[config.mk]
export PLATFORM = sky130hd
export DESIGN_NAME = serial_adder_fsm
export DESIGN_NICKNAME = d
export VERILOG_FILES = /design/src/rtl/serial_adder_pkg.sv /design/src/rtl/fa_bit.sv /design/src/rtl/serial_adder_fsm.sv
export SDC_FILE = /design/constraint.sdc
export NUM_CORES = 1
export LEC_CHECK = 0
export ABC_AREA = 1
export CORE_ASPECT_RATIO = 0.5
export CORE_UTILIZATION = 40
export DETAILED_ROUTE_END_ITERATION = 10
export DONT_BUFFER_PORTS = 1
export SYNTH_ARGS = -nofsm -noshare
export SYNTH_HDL_FRONTEND = slang
export SYNTH_SLANG_ARGS = --single-unit
[constraint.sdc]
create_clock -name clk -period 1.2 [get_ports clk]
set_clock_uncertainty 0.05 [all_clocks]
set_input_delay 0.18 -clock clk [delete_from_list [all_inputs] [get_ports clk]]
set_output_delay 0.18 -clock clk [all_outputs]
set_load 0.01 [all_outputs]
[src/rtl/serial_adder_pkg.sv]
// serial_adder_pkg
//   Shared definitions for the bit-serial adder: the FSM state encoding
//   and the default operand width.
//   No ports (package).
package serial_adder_pkg;

  // Default operand / sum width in bits (legal range 2..32).
  localparam int DEFAULT_WIDTH = 8;

  // Controller states, 2-bit encoding.
  typedef enum logic [1:0] {
    IDLE = 2'd0,
    RUN  = 2'd1,
    DONE = 2'd2
  } state_t;

endpackage : serial_adder_pkg

[src/rtl/fa_bit.sv]
// fa_bit
//   Purely combinational single-bit full adder.
//   Ports:
//     a, b  : addend bits
//     ci    : carry in
//     s     : sum bit
//     co    : carry out
module fa_bit (
  input  logic a,
  input  logic b,
  input  logic ci,
  output logic s,
  output logic co
);

  assign s  = a ^ b ^ ci;
  assign co = (a & b) | (a & ci) | (b & ci);

endmodule : fa_bit

[src/rtl/serial_adder_fsm.sv]
// serial_adder_fsm
//   Bit-serial WIDTH-bit adder: one full-adder cell plus a carry flop,
//   processing one bit per clock, LSB first.
//   Ports:
//     clk    : rising-edge clock
//     rst_n  : asynchronous active-low reset
//     start  : request, honoured only in IDLE or DONE
//     a, b   : operands, captured on an accepted start
//     cin    : carry-in, captured on an accepted start
//     busy   : high while the add is in progress (state RUN)
//     done   : one-cycle pulse when sum/cout become valid
//     sum    : registered result, held until the next completion
//     cout   : registered carry-out, held with sum
module serial_adder_fsm
  import serial_adder_pkg::*;
#(
  parameter int WIDTH = DEFAULT_WIDTH
) (
  input  logic             clk,
  input  logic             rst_n,
  input  logic             start,
  input  logic [WIDTH-1:0] a,
  input  logic [WIDTH-1:0] b,
  input  logic             cin,
  output logic             busy,
  output logic             done,
  output logic [WIDTH-1:0] sum,
  output logic             cout
);

  localparam int CNT_W = $clog2(WIDTH + 1);
  localparam logic [CNT_W-1:0] LAST_CNT = CNT_W'(WIDTH - 1);

  state_t           state_r;
  state_t           state_s;
  logic [WIDTH-1:0] a_sr_r;
  logic [WIDTH-1:0] b_sr_r;
  logic [WIDTH-1:0] s_sr_r;
  logic             carry_r;
  logic [CNT_W-1:0] cnt_r;
  logic [WIDTH-1:0] sum_r;
  logic             cout_r;

  logic             fa_s_s;
  logic             fa_co_s;
  logic             accept_s;
  logic             last_s;
  logic [WIDTH-1:0] s_next_s;

  // Single full-adder cell shared by every bit position.
  fa_bit u_fa (
    .a  (a_sr_r[0]),
    .b  (b_sr_r[0]),
    .ci (carry_r),
    .s  (fa_s_s),
    .co (fa_co_s)
  );

  // Sum shift register after the current bit is inserted at the MSB end.
  assign s_next_s = {fa_s_s, s_sr_r[WIDTH-1:1]};

  // Next-state logic; start is only honoured from IDLE or DONE.
  always_comb begin
    state_s  = state_r;
    accept_s = 1'b0;
    last_s   = 1'b0;
    case (state_r)
      IDLE: begin
        if (start) begin
          accept_s = 1'b1;
          state_s  = RUN;
        end else begin
          state_s  = IDLE;
        end
      end
      RUN: begin
        if (cnt_r == LAST_CNT) begin
          last_s  = 1'b1;
          state_s = DONE;
        end else begin
          state_s = RUN;
        end
      end
      DONE: begin
        // Back-to-back: DONE accepts a new request without an IDLE gap.
        if (start) begin
          accept_s = 1'b1;
          state_s  = RUN;
        end else begin
          state_s  = IDLE;
        end
      end
      default: begin
        state_s = IDLE;
      end
    endcase
  end

  // State register.
  always_ff @(posedge clk or negedge rst_n) begin
    if (!rst_n) begin
      state_r <= IDLE;
    end else begin
      state_r <= state_s;
    end
  end

  // Operand capture, serial shift/add, and result latch on the last bit.
  always_ff @(posedge clk or negedge rst_n) begin
    if (!rst_n) begin
      a_sr_r  <= {WIDTH{1'b0}};
      b_sr_r  <= {WIDTH{1'b0}};
      s_sr_r  <= {WIDTH{1'b0}};
      carry_r <= 1'b0;
      cnt_r   <= {CNT_W{1'b0}};
      sum_r   <= {WIDTH{1'b0}};
      cout_r  <= 1'b0;
    end else if (accept_s) begin
      a_sr_r  <= a;
      b_sr_r  <= b;
      s_sr_r  <= {WIDTH{1'b0}};
      carry_r <= cin;
      cnt_r   <= {CNT_W{1'b0}};
    end else if (state_r == RUN) begin
      a_sr_r  <= a_sr_r >> 1;
      b_sr_r  <= b_sr_r >> 1;
      s_sr_r  <= s_next_s;
      carry_r <= fa_co_s;
      cnt_r   <= cnt_r + CNT_W'(1);
      // The final bit edge publishes the complete result in the same clock.
      if (last_s) begin
        sum_r  <= s_next_s;
        cout_r <= fa_co_s;
      end else begin
        sum_r  <= sum_r;
        cout_r <= cout_r;
      end
    end else begin
      a_sr_r  <= a_sr_r;
      b_sr_r  <= b_sr_r;
      s_sr_r  <= s_sr_r;
      carry_r <= carry_r;
      cnt_r   <= cnt_r;
    end
  end

  // Status flags decode the state flop only, so they can never overlap.
  assign busy = (state_r == RUN);
  assign done = (state_r == DONE);
  assign sum  = sum_r;
  assign cout = cout_r;

endmodule : serial_adder_fsm

Yosys cells after proc, flatten, opt, wreduce, memory -nomap -nowiden. Index checks and enable logic that the tools add are counted.

Register bits: 40. Output and inout port bits: 11.

Add/subtract/negate cells: 1. Bitwise gates (word level): 8. Mux-type cells: 17. Equality and inequality tests: 3. Reductions and logical operators: 4.

Operators with widths (count): two-way mux 8 bit (6); two-way mux 4 bit (2); two-way mux 1 bit (7); adder 4 x 1 -> 4 bit (second input constant) (1); equality test 4 x 3 -> 1 bit (second input constant) (1); one-hot mux 2 bit (2 select lines) (1); bitwise AND 1 bit (3); AND reduction 3 bit (1); equality test 2 x 1 -> 1 bit (second input constant) (1); equality test 2 bit (second input constant) (1); zero test 2 bit (1); two-way mux 2 bit (1); OR 1 bit (2); nonzero test 2 bit (1); OR reduction 2 bit (1); XOR 1 bit (2); NOT 1 bit (1).

Longest topological paths before layout. Gate-level depths: netlist of the first run.

Word-level depth: 5. Depth in mapped cells: 7. Mapped depth without buffers: 6.

Modules after synthesis. A second synthesis of the first run with hierarchy kept.

Cell total of the unflattened synthesis: 204. Area, all modules: 1730.4 um^2.

Modules (own cells, without submodules): serial_adder_fsm (area an instance 1710.4 um^2, sequential area each 975.9 um^2, times used 1, cells an instance 203); fa_bit (area an instance 20.0 um^2, sequential area each 0.0 um^2, times used 1, cells an instance 1).

Worst setup path after synthesis of the first run. No wires, ideal clock.

Path type: register to register. Start point: reg cnt_r[0]. End point: reg sum_r[6] (netlist: sum[6]). Period minus slack after synthesis: 1.237 ns. Path buffers: 1. Stages on the path, launching flop included: 7. Setup time: 0.076 ns. Slack: -0.037 ns. Arrival: 1.111 ns. Data required time: 1.074 ns. Cells stage by stage: dfrtp_1 -> ha_1 -> nand2_1 -> nor2_1 -> nand2_4 -> buf_6 -> o21ai_1.

Word-level cells in the longest chain between the ends: 4.

Ends and longest elaborated chain: from (decl) (RTL line serial_adder_fsm.sv:40) `logic [CNT_W-1:0] cnt_r;`; from (signal assigned) (RTL line serial_adder_fsm.sv:115) `cnt_r <= {CNT_W{1'b0}};`; from (signal assigned) (RTL line serial_adder_fsm.sv:123) `cnt_r <= {CNT_W{1'b0}};`; from (signal assigned) (RTL line serial_adder_fsm.sv:129) `cnt_r <= cnt_r + CNT_W'(1);`; equality test 4 x 3 -> 1 bit (RTL line serial_adder_fsm.sv:77) `if (cnt_r == LAST_CNT) begin`; two-way mux 1 bit (RTL line serial_adder_fsm.sv:77); two-way mux 1 bit (RTL line serial_adder_fsm.sv:67) `case (state_r)`; AND reduction 3 bit (no source line); to (signal assigned) (RTL line serial_adder_fsm.sv:116) `sum_r <= {WIDTH{1'b0}};`; to (signal assigned) (RTL line serial_adder_fsm.sv:132) `sum_r <= s_next_s;`; to (signal assigned) (RTL line serial_adder_fsm.sv:135) `sum_r <= sum_r;`; to (decl) (RTL line serial_adder_fsm.sv:41) `logic [WIDTH-1:0] sum_r;`.

No other way between the ends. A chain may end at the register's enable or synchronous reset.

Worst setup path after layout of the first run.
Start point: reg a_sr_r[0]. End point: reg s_sr_r[7].

Word-level cells in the longest chain between the ends: 4.

Ends and longest elaborated chain: from (decl) (RTL line serial_adder_fsm.sv:36) `logic [WIDTH-1:0] a_sr_r;`; from (signal assigned) (RTL line serial_adder_fsm.sv:111) `a_sr_r <= {WIDTH{1'b0}};`; from (signal assigned) (RTL line serial_adder_fsm.sv:125) `a_sr_r <= a_sr_r >> 1;`; from (signal assigned) (RTL line serial_adder_fsm.sv:139) `a_sr_r <= a_sr_r;`; XOR 1 bit (2 in a row) (RTL line fa_bit.sv:16) `assign s = a ^ b ^ ci;`; via fa_s_s (RTL line serial_adder_fsm.sv:44) `logic fa_s_s;`; two-way mux 8 bit (RTL line serial_adder_fsm.sv:124) `end else if (state_r == RUN) begin`; two-way mux 8 bit (RTL line serial_adder_fsm.sv:118) `end else if (accept_s) begin`; to (signal assigned) (RTL line serial_adder_fsm.sv:113) `s_sr_r <= {WIDTH{1'b0}};`; to (signal assigned) (RTL line serial_adder_fsm.sv:121) `s_sr_r <= {WIDTH{1'b0}};`; to (signal assigned) (RTL line serial_adder_fsm.sv:127) `s_sr_r <= s_next_s;`; to (decl) (RTL line serial_adder_fsm.sv:38) `logic [WIDTH-1:0] s_sr_r;`.

The timed path passes the listed nets, and every way through them passes these cells. The select of a mux whose other input is x is not followed.

==> results of run 1 <==
==> layout make-up <==
type | count | area [um2] | share of cell area (%)
flip-flops and latches | 39 | 976 | 44.9
multi-input cells | 143 | 709 | 32.6
repair buffers | 23 | 211 | 9.72
inverters | 21 | 78.8 | 3.62
clock buffers | 6 | 72.6 | 3.34
well taps | 54 | 67.6 | 3.11
clock inverters | 2 | 60.1 | 2.76
==> per-stage QoR <==
step / util, % / power (mW)
2_1_floorplan: - / 3.71
3_3_place_gp: 46.2 / 4.24
3_5_place_dp: 46.2 / 4.30
4_1_cts: 52.1 / 5.79
5_1_grt: 53.8 / 6.43
6_report: 53.8 / 5.93
==> sequential cells by signal, indices dropped and copies added, names as in the netlist <==
register,cells
cout,1
carry_r,1
state_r,2
sum,8
cnt_r,4
a_sr_r,8
b_sr_r,8
s_sr_r,7
==> worst max-delay path, delay by kind of cell (launching register included) <==
kind | cells | cell delay (ps)
flops | 1 | 410
fa+ha+maj | 1 | 570
compound gates | 1 | 130
buf+inv | 1 | 40
==> power by group <==
group | switching (mW) | internal (mW)
combinational | 1.34 | 1.03
sequential | 0.399 | 1.88
clock | 0.450 | 0.831
total | 2.19 | 3.74
==> layout by cell type, fill, tap and decap left out, drive strengths merged, types with 4 or more instances in the layout <==
cell type    synthesis  layout
buf                  6      19
clkbuf               0       6
dfrtp               39      39
dlygate4sd3          0       4
inv                 21      21
nand2              108     110
nand3                4       4
nor2                 6       6
o21ai               11      11
o22ai                7       7
==> timing repair <==
action	in CTS	in global routing
buffers inserted	2	2
gates cloned	2	1
hold buffers	5	0
endpoints found under the hold margin	42	0
setup endpoints to repair	14	40
resized for setup	5	16
pin swaps	2	1
==> path summary, 6_finish.rpt <==
kind	startpoint	to	slack [ps]	cells after the start
worst min-delay path	cin	carry_r$_DFFE_PN0P_	30	4
worst max-delay path	a_sr_r[0]$_DFFE_PN0P_	s_sr_r[7]$_DFFE_PN0P_	-60	3
worst min register to register	a_sr_r[7]$_DFFE_PN0P_	a_sr_r[7]$_DFFE_PN0P_	420	2
min in group asynchronous	rst_n	b_sr_r[0]$_DFFE_PN0P_	320	2
max in group asynchronous	rst_n	s_sr_r[3]$_DFFE_PN0P_	590	2
worst max register to register	a_sr_r[0]$_DFFE_PN0P_	s_sr_r[7]$_DFFE_PN0P_	-60	3
==> kinds of logic (layout without fill, tap and decap cells) <==
kind of cell	Yosys count	in the layout	share of synthesized area [%]
AND/OR/NAND/NOR	120	122	28.0
buffers and inverters	27	52	6.96
AO/OA/AOI/OAI	19	19	7.24
adder cells (fa/ha/maj)	2	2	1.87
flip-flops	39	39	56.0
==> per-layer routing <==
layer	GRT usage [%]	routed length, um	vias to the layer above
li1	-	-	687
met1	22.5	1750	629
met2	27.5	1640	23
met3	5.50	116	2
met4	4.48	19	0
met5	0	0	-
==> metrics.md, run 1 <==
| Metric | Value |
|---|---|
| Top cells by area, synth | dfrtp_1 56%, nand2_1 23%, inv_1 4.1% |
| Diode count | 0 |
| Setup violations, final | 7 |
| Fill cell count | 391 |
| Most common cell in the netlist | nand2_1 |
| Largest net degree at the start of global routing | 40 |
| Nets | 255 |
| CP Launch Type | register |
| Top post-synthesis cells by count | 105 x nand2_1, 39 x dfrtp_1, 19 x inv_1 |
| Status | finished, violations left |
| Detail Placement HPWL | 2180 um |
| Final Worst Setup Slack | -59.8 ps |
| Worst-Margin Slew | 211 ps |
| Worst setup EP type | register |
| CTS tree | yes |
| Core area | 0.00404 mm2 |
| Via density | 4.66 |
| Sequential area share after synthesis | 56.0% |
| Synthesized area per cell | 8.43 um2 |
| Ys Warns | 0 |
| Layout cells sized above 1 | 23.1% |
| WP data required | 1360 ps |
| Final hold vios | 0 |
| PwrDens | 2730 mW/mm2 |
| Violated checks | negative setup slack |
| CP Max Fanout | 2 |
| Drt pass-1 iters | 4 |
| Die height | 48.7 um |
| Delay of the slowest critical-path stage | 570 ps |
| Fmax | 794 MHz |
| Async S/R FF share, synth | 100% |
| CP max stage cell | fa_2 |
| Antenna Nets Post-Route | 0 |
| Maximum vdd drop | 849 uV |
| Layout Cells excl Fill | 288 |
| Hold Path Class | primary input to register |
| Area growth, synth to finish | 24.7% |
| Final instance area | 0.00218 mm2 |
| Ys flop type | dfrtp_1 |
| Syn Inst Count | 207 |
| Arrival time worst endpoint | 1420 ps |
| Initial antenna violation count | 0 |
| CTS Buffer Depth | 2 |
| Crit share post-route | 105% |
| Ports | 31 |
| Max-slew headroom | 85.9% |
| RSZ-0062 raised after global routing | true |
| Crit Path Category | register to register |
| Die area | 0.00464 mm2 |
| Dpl cells | 268 |
| Leading area contributor after synthesis | dfrtp_1 |
| Initial DRC Count | 74 |
| Wirelength, routed | 3520 um |
| Clock sinks | 39 |
| P_leak | 1.15 nW |
| Clk Latency, worst-skew pair | 280 ps |
| Synth unique cells | 21 |
| FF+latch count, synth | 39 |
| Worst slack, placed | -40.2 ps |
| Max-cap check violation count | 0 |
| Global-route wire length before repair | 6040 um |
| Row cnt | 16 |
| Post-synth top area share | 56.0% |
| Cts bufs inserted | 5 |
| Gpl congestion | 0.744 |
| WHS | 29.6 ps |
| Port bufs | 0 |
| WL per Instance | 12.2 um |
| DRC | 0 |
| Total gr overflow | 0 |
| Htree depth | 2 |
| Syn_nets | 229 |
| Root buf cell | clkbuf_8 |
| Min Tclk post-route | 1260 ps |
| Fin. max-slew vios | 0 |
| Starting Density | 43.1% |
| Mapped Area | 0.00174 mm2 |
| Setup TNS | -261 ps |
| Number of synthesized flops with an enable pin | 0 |
| Total track usage | 17.2% |
| Placed cell area | 0.00187 mm2 |
| Routed via count | 1,341 |
| Crit-path cells | fa_2 > inv_2 > o22ai_1 |
| Die Wd | 95.4 um |
| Clock-pin slew on the worst setup and hold paths | 80 ps |
| Vias in the first global route | 1,337 |
No activity file was read; power rests on OpenSTA's default activity.
==> run 2: changes to the inputs <==
Settings changed: CORE_UTILIZATION 40 to 55, HOLD_SLACK_MARGIN set to 0.06, PLACE_DENSITY set to 0.73, RECOVER_POWER set to 50.
==> metrics.md, run 2 (same netlist as run 1, synthesis figures left out) <==
| Metric | Value |
|---|---|
| Gpl congestion | 0.743 (-0.13%) |
| Fill cell count | 167 (-57%) |
| Htree depth | 2 (unchanged) |
| Worst-Margin Slew | 528 ps (+317 ps) |
| Comb pwr share | 50.3% (+10 points) |
| Final instance area | 0.00247 mm2 (+14%) |
| Cts bufs inserted | 5 (unchanged) |
| CP Launch Type | register |
| Row cnt | 14 (-2) |
| Status | finished, violations left |
| FF-to-FF End | s_sr_r[7]$_DFFE_PN0P_ |
| CP Launch Point | b_sr_r[0]$_DFFE_PN0P_ |
| Detail Placement HPWL | 2060 um (-5.8%) |
| Clk Latency, worst-skew pair | 280 ps (about the same) |
| Antenna Nets Post-Route | 0 (unchanged) |
| Drt pass-1 iters | 5 (+1) |
| Clock sinks | 39 (unchanged) |
| CTS Buffer Depth | 2 (unchanged) |
| RSZ-0062 raised after global routing | true |
| Ports | 31 (unchanged) |
| Routed via count | 1,536 (+15%) |
| Diode count | 0 (unchanged) |
| WP data required | 1360 ps (about the same) |
| Clk pwr share | 12.7% (-8.9 points) |
| Most common cell after layout, fill and taps aside | nand2_1 |
| Total gr overflow | 0 (unchanged) |
| Placed cell area | 0.00185 mm2 (-1.1%) |
| Vias in the first global route | 1,380 (+3.2%) |
| Crit Path Category | register to register |
| Die area | 0.00341 mm2 (-26%) |
| Multi-input logic area | 872 um2 (+23%) |
| Register-to-register setup slack | -90 ps (-30 ps) |
| Register area | 977 um2 (+0.13%) |
| Crit path to | s_sr_r[7]$_DFFE_PN0P_ |
| Core area | 0.00301 mm2 (-25%) |
| Global-route wire length before repair | 6000 um (-0.79%) |
| PwrDens | 2540 mW/mm2 (-6.8%) |
| Pint | 3.71 mW (-1.0%) |
| Violated checks | negative setup slack |
| Largest net degree at the start of global routing | 40 (unchanged) |
| Hold Path Class | primary input to register |
| CP Max Fanout | 2 (unchanged) |
| Sw Share | 41.0% (+4.1 points) |
| Worst r2r src | b_sr_r[0]$_DFFE_PN0P_ |
| Layout Utilization | 82.1% (+28 points) |
| Setup violations, final | 28 (+21) |
| Wirelength, routed | 4280 um (+22%) |
| Highest-count cells in the layout ignoring fill and taps | 76 x nand2_1, 38 x dfrtp_1, 19 x nand2_2, 15 x inv_1 |
| Area growth, synth to finish | 41.8% |
| Fin. max-slew vios | 0 (unchanged) |
| P_leak | 1.29 nW (+12%) |
| DRC | 0 (unchanged) |
| Initial DRC Count | 62 (-16%) |
| R2R cell count | 3 (unchanged) |
| Max-slew headroom | 64.8% (-21 points) |
| Via density | 5.33 (+15%) |
| P_sw | 2.58 mW (+18%) |
| Min Tclk post-route | 1290 ps (+31.5 ps) |
| Root buf cell | clkbuf_8 |
| Die height | 41.8 um (-14%) |
| Max-cap check violation count | 0 (unchanged) |
| Arrival time worst endpoint | 1450 ps (+30 ps) |
| Fmax | 774 MHz (-2.4%) |
| Port bufs | 0 (unchanged) |
| Layout cells sized above 1 | 35.9% (+13 points) |
| Nets | 271 (+6.3%) |
| Die Wd | 81.6 um (-14%) |
| Worst setup EP type | register |
| Final hold vios | 0 (unchanged) |
| WL per Instance | 14.8 um (+22%) |
| Final Worst Setup Slack | -91.3 ps (-31.5 ps) |
| Crit share post-route | 108% (+2.6 points) |
| Total track usage | 23.9% (+6.8 points) |
| Share of power burned in registers | 37.1% (-1.3 points) |
| CTS tree | yes |
| Maximum vdd drop | 1300 uV (+53%) |
| Starting Density | 57.9% (+15 points) |
| Dpl cells | 252 (-6.0%) |
| Layout Cells excl Fill | 288 (unchanged) |
| Initial antenna violation count | 0 (unchanged) |
| Clock-pin slew on the worst setup and hold paths | 70 ps (about the same) |
-- run 2: worst min path at each step --
| stage | from | slack [ps] | depth (start not counted) | endpoint |
|---|---|---|---|---|
| after floorplan | rst_n | -170 | 0 | a_sr_r[0]$_DFFE_PN0P_ |
| after global placement | rst_n | -160 | 0 | sum[0]$_DFFE_PN0P_ |
| after detailed placement | rst_n | -160 | 0 | sum[1]$_DFFE_PN0P_ |
| after CTS | b[6] | 60 | 4 | b_sr_r[6]$_DFFE_PN0P_ |
| after global routing | a[2] | 60 | 4 | a_sr_r[2]$_DFFE_PN0P_ |
| final | a[2] | 60 | 4 | a_sr_r[2]$_DFFE_PN0P_ |
-- run 2: critical path: stages (launching register included) --
cell     delay (ps)
dfrtp_1         420
fa_2            580
inv_2            40
o22ai_1         130
-- run 2: power by group through the flow --
stage / clock network [mW] / registers [mW] / logic [mW]
after CTS: 0.809 / 2.27 / 2.26
after global placement: 0 / 2.27 / 1.90
after detailed placement: 0 / 2.29 / 1.98
after global routing: 0.873 / 2.40 / 3.42
after floorplan: 0 / 2.22 / 1.49
final: 0.796 / 2.33 / 3.16
-- run 2: cell type report --
cell class / instances / area share, %
Clock buffer: 6 / 2.94
Tap cell: 40 / 2.02
Timing Repair Buffer: 38 / 16.9
Sequential cell: 39 / 39.5
Inverter: 21 / 3.39
Multi-Input combinational cell: 144 / 35.3
-- run 2: timing repair --
item,in CTS,in global routing
gates resized for setup,6,66
setup endpoints to repair,17,34
hold buffers,15,0
pin swaps,3,18
hold endpoints to repair,52,0
gates cloned,2,4
buffers inserted,4,5
-- run 2: metrics by stage --
stage          power [mW]  TNS (ps)  hold WS, ps  setup WS, ps
2_1_floorplan        3.71         0         -166          2.37
3_3_place_gp         4.17     -35.0         -165         -27.4
3_5_place_dp         4.27      -447         -165         -57.2
4_1_cts              5.33      -192         60.1         -35.7
5_1_grt              6.69     -2990         63.3          -135
6_report             6.29     -1500         57.3         -91.3
-- run 2: routing by layer --
layer  part of all wire, %  routed length [um]  vias to the layer above  global-route usage, %
met2                    49                2080                       52                   39.0
met4                   2.3                  99                        0                   7.72
met5                     0                   0                        -                      0
li1                      -                   -                      722                      -
met1                    44                1890                      749                   30.7
met3                   4.9                 208                       13                   7.25
